## src/rtl/menu_sequencer.sv

```systemverilog
// ATM menu page sequencer: button presses move the shown page, gate the per-page
// scrollers, time idle browsing back to page 0 and offer the chosen page over valid/ack.
module menu_sequencer #(
  parameter int         NUM_PAGES      = 4,
  parameter logic [3:0] MENU_STATE     = 4'd0,
  parameter int         TIMEOUT_CYCLES = 1_000_000_000
) (
  input  logic                 clk,
  input  logic                 rst,
  input  logic                 btn_up,
  input  logic                 btn_down,
  input  logic                 btn_sel,
  input  logic [3:0]           state,
  input  logic                 sel_ack,
  output logic [1:0]           page,
  output logic [NUM_PAGES-1:0] scroll_rst,
  output logic                 sel_valid,
  output logic [1:0]           sel_op,
  output logic                 timeout
);

  // state    | meaning
  // S_IDLE   | menu not live, page 0, all scrollers held
  // S_BROWSE | page moves on up/down presses, idle timer running off page 0
  // S_CONFIRM| selection offered to main FSM, waiting for sel_ack
  typedef enum logic [1:0] {S_IDLE, S_BROWSE, S_CONFIRM} fsm_t;

  localparam int               CNT_W     = $clog2(TIMEOUT_CYCLES);
  localparam logic [1:0]       LAST_PAGE = 2'(NUM_PAGES - 1);
  localparam logic [CNT_W-1:0] CNT_LAST  = CNT_W'(TIMEOUT_CYCLES - 1);

  fsm_t                 fsm_q, fsm_d;
  logic [1:0]           page_q, page_d;
  logic [NUM_PAGES-1:0] scroll_rst_q, scroll_rst_d;
  logic                 sel_valid_q, sel_valid_d;
  logic [1:0]           sel_op_q, sel_op_d;
  logic                 timeout_q, timeout_d;
  logic [CNT_W-1:0]     cnt_q, cnt_d;
  logic [2:0]           btn_q, btn_d;
  logic                 restart;
  logic                 press_up, press_down, press_sel;

  assign btn_d      = {btn_sel, btn_down, btn_up};
  assign press_up   = btn_up   & ~btn_q[0];
  assign press_down = btn_down & ~btn_q[1];
  assign press_sel  = btn_sel  & ~btn_q[2];

  always_comb begin
    fsm_d       = fsm_q;
    page_d      = page_q;
    sel_valid_d = sel_valid_q;
    sel_op_d    = sel_op_q;
    timeout_d   = 1'b0;
    cnt_d       = cnt_q;
    restart     = 1'b0;

    if (state != MENU_STATE) begin
      fsm_d       = S_IDLE;
      page_d      = 2'd0;
      sel_valid_d = 1'b0;
      cnt_d       = '0;
    end else begin
      case (fsm_q)
        S_IDLE: begin
          fsm_d   = S_BROWSE;
          page_d  = 2'd0;
          cnt_d   = '0;
          restart = 1'b1;
        end
        S_BROWSE: begin
          if (press_sel) begin
            fsm_d       = S_CONFIRM;
            sel_valid_d = 1'b1;
            sel_op_d    = page_q;
            cnt_d       = '0;
          end else if (press_up ^ press_down) begin
            if (press_up) page_d = (page_q == 2'd0) ? LAST_PAGE : page_q - 2'd1;
            else          page_d = (page_q == LAST_PAGE) ? 2'd0 : page_q + 2'd1;
            restart = 1'b1;
            cnt_d   = '0;
          end else if (press_up && press_down) begin
            cnt_d = '0;
          end else if (page_q == 2'd0) begin
            cnt_d = '0;
          end else if (cnt_q == CNT_LAST) begin
            page_d    = 2'd0;
            timeout_d = 1'b1;
            restart   = 1'b1;
            cnt_d     = '0;
          end else begin
            cnt_d = cnt_q + CNT_W'(1);
          end
        end
        S_CONFIRM: begin
          cnt_d = '0;
          if (sel_ack && sel_valid_q) begin
            sel_valid_d = 1'b0;
            fsm_d       = S_BROWSE;
          end
        end
        default: fsm_d = S_IDLE;
      endcase
    end

    // The shown scroller is held for one cycle after any page change so it starts at frame 0.
    for (int i = 0; i < NUM_PAGES; i++) begin
      scroll_rst_d[i] = (fsm_d == S_IDLE) || restart || (page_d != 2'(i));
    end
  end

  always_ff @(posedge clk) begin
    if (!rst) begin
      fsm_q        <= S_IDLE;
      page_q       <= 2'd0;
      scroll_rst_q <= '1;
      sel_valid_q  <= 1'b0;
      sel_op_q     <= 2'd0;
      timeout_q    <= 1'b0;
      cnt_q        <= '0;
      btn_q        <= 3'b111;
    end else begin
      fsm_q        <= fsm_d;
      page_q       <= page_d;
      scroll_rst_q <= scroll_rst_d;
      sel_valid_q  <= sel_valid_d;
      sel_op_q     <= sel_op_d;
      timeout_q    <= timeout_d;
      cnt_q        <= cnt_d;
      btn_q        <= btn_d;
    end
  end

  assign page       = page_q;
  assign scroll_rst = scroll_rst_q;
  assign sel_valid  = sel_valid_q;
  assign sel_op     = sel_op_q;
  assign timeout    = timeout_q;

endmodule

```

## config.mk

```make
export PLATFORM = sky130hd
export DESIGN_NAME = menu_sequencer
export DESIGN_NICKNAME = d
export VERILOG_FILES = /design/src/rtl/menu_sequencer.sv
export SDC_FILE = /design/constraint.sdc
export NUM_CORES = 1
export LEC_CHECK = 0
export ABC_AREA = 1
export CAP_MARGIN = 5
export CORE_AREA = 2 2 75 77
export CTS_CLUSTER_SIZE = 12
export DETAILED_ROUTE_END_ITERATION = 10
export DIE_AREA = 0 0 77 79
export GPL_ROUTABILITY_DRIVEN = 0
export PLACE_DENSITY_LB_ADDON = 0.15
export RECOVER_POWER = 100
export SYNTH_ARGS = -nofsm -noshare
export SYNTH_HDL_FRONTEND = slang
export SYNTH_SLANG_ARGS = --single-unit
```

## constraint.sdc

```tcl
create_clock -name clk -period 4.3 [get_ports clk]
set_input_delay 0.43 -clock clk [delete_from_list [all_inputs] [get_ports clk]]
set_output_delay 0.43 -clock clk [all_outputs]
set_load 0.03 [all_outputs]
```

# Word-level counts from Yosys, hierarchy flattened
# Index checks and enable logic that the tools add are counted.
# op_classes
addsub	3
n_eq_ne	9
bitwise_logic	10
n_mux	30
reduce_logical	19
# op_table
operator	n
30-bit 2-to-1 mux	5
30-bit one-hot mux with 2 select lines	1
30-bit by 1-bit adder with 30-bit output (second input constant)	1
30-bit equality test (second input constant)	1
2-bit 2-to-1 mux	12
1-bit 2-to-1 mux	8
2-bit inequality test (second input constant)	4
2-bit zero test	3
1-bit NOT	6
2-bit one-hot mux with 3 select lines	1
3-bit AND reduction	2
2-bit nonzero test	3
1-bit logical OR	5
5-bit OR reduction	1
2-bit equality test (second input constant)	2
1-bit one-hot mux with 2 select lines	2
2-bit one-hot mux with 2 select lines	1
4-bit nonzero test	1
2-bit OR reduction	2
1-bit AND	3
2-bit by 1-bit adder with 2-bit output (second input constant)	1
2-bit by 1-bit equality test with 1-bit output (second input constant)	1
1-bit logical AND	2
2-bit by 1-bit inequality test with 1-bit output (second input constant)	1
other kinds (2)	2
# word_totals
reg_bits	45
input_bits	10
out_inout_bits	10
wordCells	79

# Longest topological paths before layout
# Gate-level depths: netlist (run 1).
# logic_depth
depth_word	10
depth_mapped	12
mapped_depth_nobuf	12

# Least setup slack after synthesis (run 1)
# OpenSTA, ideal clock, no wires.
# synth_path
path_kind	register to register
from	reg page_q[0] (netlist: page[0])
to	reg cnt_q[26]
path_slack_ns	2.277
arrival_ns	1.957
setup_time_ns	0.066
required_time_ns	4.234
path_stages_with_launch	11
path_buffers	1
path_cell_list	dfxtp_1 inv_1 ha_1 or2_2 nor4_4 nand2_1 nand2_2 nand2_2 buf_6 o21bai_1 a21oi_2
# synth_between
elab_chain_len	6
# synth_lines
item	line	text
start, declared	33	logic [1:0] page_q, page_d;
start signal, assigned	123	page_q <= page_d;
2-bit zero test	83	end else if (page_q == 2'd0) begin
30-bit 2-to-1 mux	83	
30-bit 2-to-1 mux	81	end else if (press_up && press_down) begin
30-bit 2-to-1 mux	76	end else if (press_up ^ press_down) begin
30-bit 2-to-1 mux	71	if (press_sel) begin
30-bit one-hot mux with 2 select lines	63	case (fsm_q)
end signal, assigned	128	cnt_q <= cnt_d;
end, declared	38	logic [CNT_W-1:0] cnt_q, cnt_d;
# Every way passes these cells.
# A chain may end at the register's enable or synchronous reset.

# Final worst setup path (run 1)
# layout_path
from	in btn_up
to	reg cnt_q[26]
# layout_between
elab_chain_len	6
elab_cells_between_ends	7
# layout_lines
item	line	text
start, declared	10	input logic btn_up,
1-bit AND (*)	44	assign press_up = btn_up & ~btn_q[0];
1-bit logical AND	81	
30-bit 2-to-1 mux	81	
30-bit 2-to-1 mux (*)	76	
30-bit 2-to-1 mux (*)	71	
30-bit one-hot mux with 2 select lines (*)	63	
# Every way passes the cells marked *; elsewhere a longest branch is shown, timed or not.

==> flow_summary_export.csv, run 1 <==
group,metric,value,unit
critical_path,critPathLaunchType,"input port",
logic_synthesis,async_flop_share,0,%
die,fp.coreArea,5340,sq um
pwr,irDropWorstVdd,128,uV
cells_and_area,final_common_cell,"nand2_1",
cells_and_area,multi_input_area,1400,sq um
drt,drc,0,
drt,drtIter0Drc,107,
pwr,power.leakage,0.00108,uW
pwr,pwr-share-seq,54.6,%
die,ios,20,
drt,firstDrtPassIters,4,
timing,post-route-min-period,2680,ps
die,fp-row-count,27,
drt,via_per_inst,5.10,
cts,numClockSinks,45,
drt,wl,6.05,mm
logic_synthesis,synth.yosys.seq_area_share,35.4,%
global_route,grt_remaining_overflow,0,
global_route,grt_pass1_wl,10.4,mm
drt,vias,2447,
run_status,outcome,"completed",
cts,cts-root-buf,"clkbuf_8",
die,die_h,79,um
cts,cts_resized,0,
timing,setup_viol,0,
global_route,grt_max_degree,21,
timing,hold_slack,480,ps
pwr,p_sw,165,uW
pwr,clockPowerShare,42.7,%
timing,maxSlewHeadroom,53.0,%
logic_synthesis,synth_edf_count,0,
placed_design,dpl.hpwl,4.62,mm
cells_and_area,insertedDiodeCount,0,
timing,clock_skew,12.2,ps
logic_synthesis,syn_nets,399,
cts,post_cts_buffers,0,
cells_and_area,final_net_count,421,
die,dieWidth,77,um
critical_path,cp-end-kind,"flip-flop",
global_route,grt_util_all_layers,21.3,%
cts,cts_buffer_depth,2,
cells_and_area,layout_common_cells,"nand2_1, nor2_1, inv_1, dfxtp_1, nand3_1",
worst_hold_path,hold_path.class,"reg2reg",
timing,hold_viol,0,
die,start_util,47.7,%
cells_and_area,seq_area,901,sq um
drt,wl_per_cell,12.6,um
timing,drv_slew,0,
pwr,p_total,767,uW
run,cap_violations,0,
timing,setup_tns,0,ps
cts,cts.clk_slew.worst_paths,90,ps
timing,max_freq,374,MHz
logic_synthesis,synth-seq-cells,45,
cells_and_area,drive_gt1_share,6.86,%
cts,h-tree-depth,2,
timing,grt_setup_unrepaired,"no",
placed_design,io_buffers,19,
logic_synthesis,syn_area_per_cell,6.61,sq um
timing,fin_crit_sh,62.2,%
pwr,pwr_density_cell,265,nW/um^2
critical_path,critical_path_required,4540,ps
pwr,combPwrFrac,2.7,%
timing,tightest_slew,703,ps
logic_synthesis,synth_area,2550,sq um
critical_path,worstPathArrival,2910,ps
cells_and_area,syn_to_final_growth,13.8,%
drt,antenna_left,0,
cells_and_area,fillCellCount,557,
critical_path,crit_type,"in2reg",
global_route,grt_pass1_vias,2410,
cts,cts_hold_buf,0,
cts,clk_latency,310,ps
logic_synthesis,yosysWarnings,0,
cts,cts_inserted_buffers,5,
cts,cts_tree,"done",
global_route,antenna_found_initial,0,
logic_synthesis,ys.flop_type,"dfxtp_1",
logic_synthesis,ys_types,37,
pwr,p_sw_share,21.5,%
pwr,power.internal,602,uW
critical_path,path_max_fanout,20,
logic_synthesis,synthCells,385,
die,dieArea,6080,sq um
-- stage by stage --
step	util [%]	worst slack [ps]	cell area [sq um]	instances
2_1_floorplan	-	2280	2550	385
3_3_place_gp	52.5	1740	2800	472
3_5_place_dp	52.5	1690	2800	472
4_1_cts	54.7	2010	2920	480
5_1_grt	54.3	1250	2900	480
6_report	54.3	1620	2900	480
-- layer usage --
layer / track usage (%) / routed length, um / vias up
met3: 3.86 / 222 / 19
met2: 38.5 / 2880 / 55
met1: 24.3 / 2750 / 1096
met4: 10.0 / 202 / 0
li1: - / - / 1277
met5: 0 / 0 / -
-- final timing paths --
kind	depth (start not counted)	slack, ps	end	startpoint
setup reg to reg	9	1790	cnt_q[26]$_SDFFE_PP0P_	page[0]$_SDFF_PN0_
setup / recovery	11	1620	cnt_q[26]$_SDFFE_PP0P_	btn_up
hold / removal	2	480	sel_valid$_SDFFE_PP0P_	sel_valid$_SDFFE_PP0P_
hold reg to reg	2	480	sel_valid$_SDFFE_PP0P_	sel_valid$_SDFFE_PP0P_
-- Yosys cell counts, types with 4 or more instances --
cell	count	share of area, %
nand2_1	93	14
nor2_1	57	8.4
inv_1	52	7.7
dfxtp_1	45	35
nand3_1	28	5.5
a21oi_1	22	4.3
nor3_1	17	3.3
nor3b_1	8	2.4
o21ai_0	7	1.4
nand4_1	6	1.5
xor2_1	6	2.1
nor2_2	5	1.2
ha_1	4	2.0
-- layout make-up --
type / count / share of cell area (%)
clock buffer: 5 / 2.37
clock inverter: 3 / 1.60
inverter: 55 / 7.12
multi-input combinational: 281 / 48.1
sequential: 45 / 31.1
tap: 72 / 3.11
timing repair buffer: 19 / 6.56
-- cells by family (layout without fill, tap and decap cells) --
kind of cell    Yosys count  in the layout  share of synthesized area [%]
buf+inv                  59             82                           9.04
fa+ha+maj                 4              4                           1.97
flops                    45             45                           35.4
simple gates            231            231                           42.4
compound gates           37             37                           8.16
xor+xnor                  9              9                           3.10
-- power by group through the flow --
| stage | logic, uW | registers [uW] | clock network, uW |
|---|---|---|---|
| after global placement | 21.7 | 429 | 0 |
| after detailed placement | 22.1 | 429 | 0 |
| after floorplan | 10.2 | 429 | 0 |
| after global routing | 23.3 | 419 | 347 |
| after CTS | 22.2 | 419 | 334 |
| final | 20.6 | 419 | 328 |
-- state kept, by name (all words and copies together), names as in the netlist --
register / flops
cnt_q: 30
scroll_rst: 4
btn_q: 3
fsm_q: 2
page: 2
sel_op: 2
sel_valid: 1
timeout: 1
-- worst max-delay path, cell delays in order --
cell,delay [ps]
dlygate4sd3_1,530
inv_1,90
nor2_1,70
ha_1,180
or2_2,300
nor4_1,280
nand2_1,80
nand2_1,100
nand2_1,410
o21bai_1,340
a21oi_2,90
Note: power is estimated with default switching activity, not from simulation.
==> inputs of run 2 (changes only) <==
==> constraint.sdc (replaced) <==
create_clock -name clk -period 2.63 [get_ports clk]
set_input_delay 0.263 -clock clk [delete_from_list [all_inputs] [get_ports clk]]
set_output_delay 0.263 -clock clk [all_outputs]
set_load 0.03 [all_outputs]
==> flow_summary_export.csv, run 2 (synthesis results as in run 1) <==
group,metric,value,unit
drt,firstDrtPassIters,4,
die,fp-row-count,27,
global_route,groute.layer.met1.usage,24.4,%
cells_and_area,multi_input_area,1410,sq um
global_route,grt_util_all_layers,20.4,%
critical_path,r2r_slack,470,ps
pwr,irDropWorstVdd,200,uV
critical_path,worstReg2RegEnd,"cnt_q[26]$_SDFFE_PP0P_",
cells_and_area,fin_util,54.4,%
timing,setup_tns,0,ps
critical_path,critical_path_required,2870,ps
global_route,grt_pass1_wl,10.1,mm
cells_and_area,seq_area,901,sq um
drt,vias,2391,
worst_hold_path,hold_path.class,"reg2reg",
timing,grt_setup_unrepaired,"no",
die,ios,20,
cells_and_area,largest_reg_flops,30,
critical_path,crit_type,"reg2reg",
critical_path,path_cells,"inv_1, ha_1, or2_2, nor4_4, nand2_1, nand2_1, nand2_2, o21bai_1, a21oi_2",
die,start_util,47.7,%
cells_and_area,fillCellCount,596,
timing,max_freq,463,MHz
cts,clk_latency,300,ps
cts,h-tree-depth,2,
drt,drc,0,
drt,via_per_inst,4.97,
die,die_h,79,um
critical_path,worstPathArrival,2400,ps
cells_and_area,insertedDiodeCount,0,
cells_and_area,final_net_count,422,
global_route,antenna_found_initial,0,
cts,numClockSinks,45,
placed_design,dpl_cell_area,2810,sq um
die,dieArea,6080,sq um
timing,post-route-min-period,2160,ps
cts,cts_inserted_buffers,5,
global_route,busiest_layer,"met2",
global_route,grt_remaining_overflow,0,
pwr,power.leakage,0.00107,uW
global_route,use_met2,37.2,%
drt,wl,5.84,mm
critical_path,cpPeakStageDelay,450,ps
global_route,grt_max_degree,21,
die,dieWidth,77,um
cells_and_area,top_register,"cnt_q",
drt,antenna_left,0,
cts,cts_hold_buf,0,
cts,cts_buffer_depth,2,
timing,setup_viol,0,
cts,cts_tree,"done",
placed_design,io_buffers,19,
critical_path,crit_path_top_delay_cell,"dfxtp_1",
drt,drtIter0Drc,178,
critical_path,r2r_cells,9,
critical_path,cp-end-kind,"flip-flop",
cells_and_area,fin_area,2900,sq um
drt,wl_per_cell,12.1,um
critical_path,path_max_fanout,20,
cells_and_area,drive_gt1_share,7.58,%
placed_design,dpl.hpwl,4.56,mm
cells_and_area,final_common_cell,"nand2_1",
timing,fin_crit_sh,82.1,%
cts,cts.clk_slew.worst_paths,100,ps
timing,tightest_slew,446,ps
critical_path,r2r-start,"page[0]$_SDFF_PN0_",
cts,cts-root-buf,"clkbuf_8",
timing,clock_skew,9.72,ps
run,cap_violations,0,
critical_path,worst_path_dominant_cell_family,"simple AND/OR/NAND/NOR gates",
die,fp.coreArea,5340,sq um
global_route,grt_pass1_vias,2277,
global_route,gr-usage-met3,3.75,%
cells_and_area,syn_to_final_growth,14.0,%
timing,hold_viol,0,
worst_hold_path,hold_end,"sel_valid$_SDFFE_PP0P_",
pwr,pwr_density_cell,405,nW/um^2
cts,post_cts_buffers,0,
critical_path,critPathLaunchType,"flip-flop",
critical_path,cp_num_buf_inv,1,
timing,drv_slew,0,
cells_and_area,layout_common_cells,"nand2_1, nor2_1, inv_1, dfxtp_1, nand3_1",
cts,cts_resized,0,
timing,maxSlewHeadroom,70.2,%
run_status,outcome,"completed",
critical_path,cpMostUsedCell,"nand2_1",
worst_hold_path,hold_start,"sel_valid$_SDFFE_PP0P_",
worst_hold_path,holdPathStages,2,
## run 2: where the power goes
part           switching [uW]  internal, uW  total (uW)  leakage (uW)
Combinational            17.8          17.6        35.4      0.000666
Clock                     260           194         454     0.0000452
Sequential               1.34           684         685      0.000363
## run 2: through the flow
| step | cells | hold WS (ps) | setup slack [ps] | total power, uW |
|---|---|---|---|---|
| finish | 481 | 487 | 472 | 1170 |
| floorplan | 385 | 332 | 607 | 718 |
| global route | 481 | 523 | 211 | 1220 |
| CTS | 481 | 494 | 439 | 1190 |
| global placement | 473 | 471 | 243 | 737 |
| detailed placement | 473 | 479 | 169 | 737 |
## run 2: layer usage
layer / vias up / part of all wire, % / wire [um]
li1: 1276 / - / -
met1: 1060 / 46 / 2670
met2: 44 / 48 / 2820
met3: 11 / 4.1 / 238
met4: 0 / 2.0 / 114
met5: - / 0 / 0
## run 2: layout make-up
class | count | area share (%)
clock buffers | 5 | 2.37
clock inverters | 3 | 0.862
inverters | 55 | 7.12
multi-input cells | 281 | 48.7
flip-flops and latches | 45 | 31.0
well taps | 72 | 3.10
repair buffers | 20 | 6.81
## run 2: worst reg2reg max path, delay by kind of cell, from the launching register on
| kind | cells | cell delay (ps) |
|---|---|---|
| simple gates | 5 | 950 |
| flops | 1 | 450 |
| compound gates | 2 | 370 |
| fa+ha+maj | 1 | 220 |
| buf+inv | 1 | 120 |
## run 2: worst max path at each step
stage | from | depth (start not counted) | endpoint
4_1_cts | page[0]$_SDFF_PN0_ | 9 | cnt_q[26]$_SDFFE_PP0P_
2_1_floorplan | page[0]$_SDFF_PN0_ | 10 | cnt_q[26]$_SDFFE_PP0P_
3_3_place_gp | btn_up | 10 | cnt_q[26]$_SDFFE_PP0P_
6_report | page[0]$_SDFF_PN0_ | 9 | cnt_q[26]$_SDFFE_PP0P_
3_5_place_dp | btn_up | 10 | cnt_q[26]$_SDFFE_PP0P_
5_1_grt | page[0]$_SDFF_PN0_ | 9 | cnt_q[26]$_SDFFE_PP0P_
==> inputs of run 3 (changes only) <==
==> constraint.sdc (replaced) <==
create_clock -name clk -period 2.2 [get_ports clk]
set_input_delay 0.22 -clock clk [delete_from_list [all_inputs] [get_ports clk]]
set_output_delay 0.22 -clock clk [all_outputs]
set_load 0.03 [all_outputs]
==> flow_summary_export.csv, run 3 (synthesis results as in run 1) <==
group,metric,value,unit
cells_and_area,fin_area,2980,sq um
cells_and_area,insertedDiodeCount,0,
critical_path,worst_path_dominant_cell_family,"simple AND/OR/NAND/NOR gates",
cells_and_area,layout_common_cells,"nand2_1, nor2_1, inv_1, dfxtp_1, nand3_1",
run,cap_violations,0,
global_route,grt_pass1_wl,10.2,mm
cells_and_area,largest_reg_flops,30,
cts,cts_buffer_depth,2,
cts,h-tree-depth,2,
cts,cts_inserted_buffers,5,
critical_path,cpMostUsedCell,"nand2_2",
drt,firstDrtPassIters,4,
global_route,grt_max_degree,15,
critical_path,path_max_fanout,7,
critical_path,crit_path_top_delay_cell,"dfxtp_1",
cells_and_area,fin_util,55.9,%
critical_path,crit_type,"reg2reg",
cells_and_area,final_net_count,428,
drt,via_per_inst,5.01,
timing,grt_setup_unrepaired,"no",
cts,cts_tree,"done",
placed_design,dpl.hpwl,4.68,mm
timing,max_freq,508,MHz
drt,antenna_left,0,
pwr,irDropWorstVdd,309,uV
critical_path,critPathLaunchType,"flip-flop",
critical_path,critical_path_required,2410,ps
drt,wl,5.86,mm
cells_and_area,stdcell_count,487,
die,die_h,79,um
cells_and_area,drive_gt1_share,8.92,%
run_status,outcome,"completed",
pwr,p_total,1520,uW
die,start_util,47.7,%
pwr,pwr_density_cell,508,nW/um^2
critical_path,cp_num_buf_inv,2,
placed_design,place_inst,479,
timing,hold_viol,0,
pwr,power.leakage,0.00112,uW
cts,clk_latency,300,ps
timing,post-route-min-period,1970,ps
cts,numClockSinks,45,
timing,setup_viol,0,
cells_and_area,final_common_cell,"nand2_1",
worst_hold_path,hold_path.class,"in2reg",
cts,cts_hold_buf,0,
cts,cts-root-buf,"clkbuf_8",
die,fp-row-count,27,
die,dieArea,6080,sq um
cts,post_cts_buffers,0,
drt,drtIter0Drc,117,
die,dieWidth,77,um
critical_path,cpPeakStageDelay,410,ps
cells_and_area,top_register,"cnt_q",
critical_path,worstPathArrival,2180,ps
drt,wl_per_cell,12.0,um
global_route,antenna_found_initial,0,
timing,maxSlewHeadroom,72.1,%
timing,tightest_slew,418,ps
timing,fin_crit_sh,89.5,%
cts,cts.clk_slew.worst_paths,80,ps
cts,cts_resized,0,
die,ios,20,
timing,drv_slew,0,
critical_path,cp-end-kind,"flip-flop",
critical_path,path_cells,"inv_1, ha_1, or2_2, nor4_4, nand2_1, nand2_2, nand2_2, buf_4, nor3_1",
drt,drc,0,
placed_design,dpl_cell_area,2870,sq um
global_route,grt_pass1_vias,2313,
placed_design,io_buffers,19,
drt,vias,2441,
global_route,grt_util_all_layers,20.8,%
die,fp.coreArea,5340,sq um
global_route,grt_remaining_overflow,0,
timing,hold_slack,476,ps
cells_and_area,syn_to_final_growth,17.2,%
timing,clock_skew,9.46,ps
run 3: cell count changes in the layout (fill, tap and decap cells not counted), sizes merged:
cell and change:
inv -2, bufinv +1, clkbuf +3, buf +4
run 3: area by class of cell:
type,count,area [sq um]
tap,72,90.1
clock inverter,2,37.5
clock buffer,6,82.6
fill,567,2350
timing repair buffer,26,251
inverter,55,206
multi-input combinational,281,1420
sequential,45,901
run 3: power breakdown:
part	total (uW)	internal, uW	switching [uW]
Clock	656	369	286
Sequential	818	817	1.39
Combinational	43.1	21.3	21.8
Total	1520	1210	310
run 3: metrics by stage:
stage / setup slack [ps] / TNS [ps]
after floorplan: 177 / 0
after global placement: 65.4 / 0
after detailed placement: -27.3 / -27.3
after CTS: 205 / 0
after global routing: 40.8 / 0
final: 231 / 0
run 3: worst register-to-register path, stage by stage (launching register included):
cell	delay, ps
dfxtp_1	410
inv_1	110
ha_1	200
or2_2	340
nor4_4	150
nand2_1	90
nand2_2	100
nand2_2	90
buf_4	170
nor3_1	220
run 3: final timing paths:
check                               from                endpoint  slack [ps]  cells after the start
setup / recovery      page[1]$_SDFF_PN0_  cnt_q[20]$_SDFFE_PP0P_         230                      9
hold / removal                  btn_down     btn_q[1]$_SDFF_PN1_         480                      3
setup reg to reg      page[1]$_SDFF_PN0_  cnt_q[20]$_SDFFE_PP0P_         230                      9
hold reg to reg   sel_valid$_SDFFE_PP0P_  sel_valid$_SDFFE_PP0P_         480                      2
run 3: layer usage:
metal	vias up	part of all wire [%]	global-route usage, %
met5	-	0	0
met2	48	49	37.5
met1	1092	45	25.1
met3	11	3.4	3.41
li1	1290	-	-
met4	0	2.1	7.68
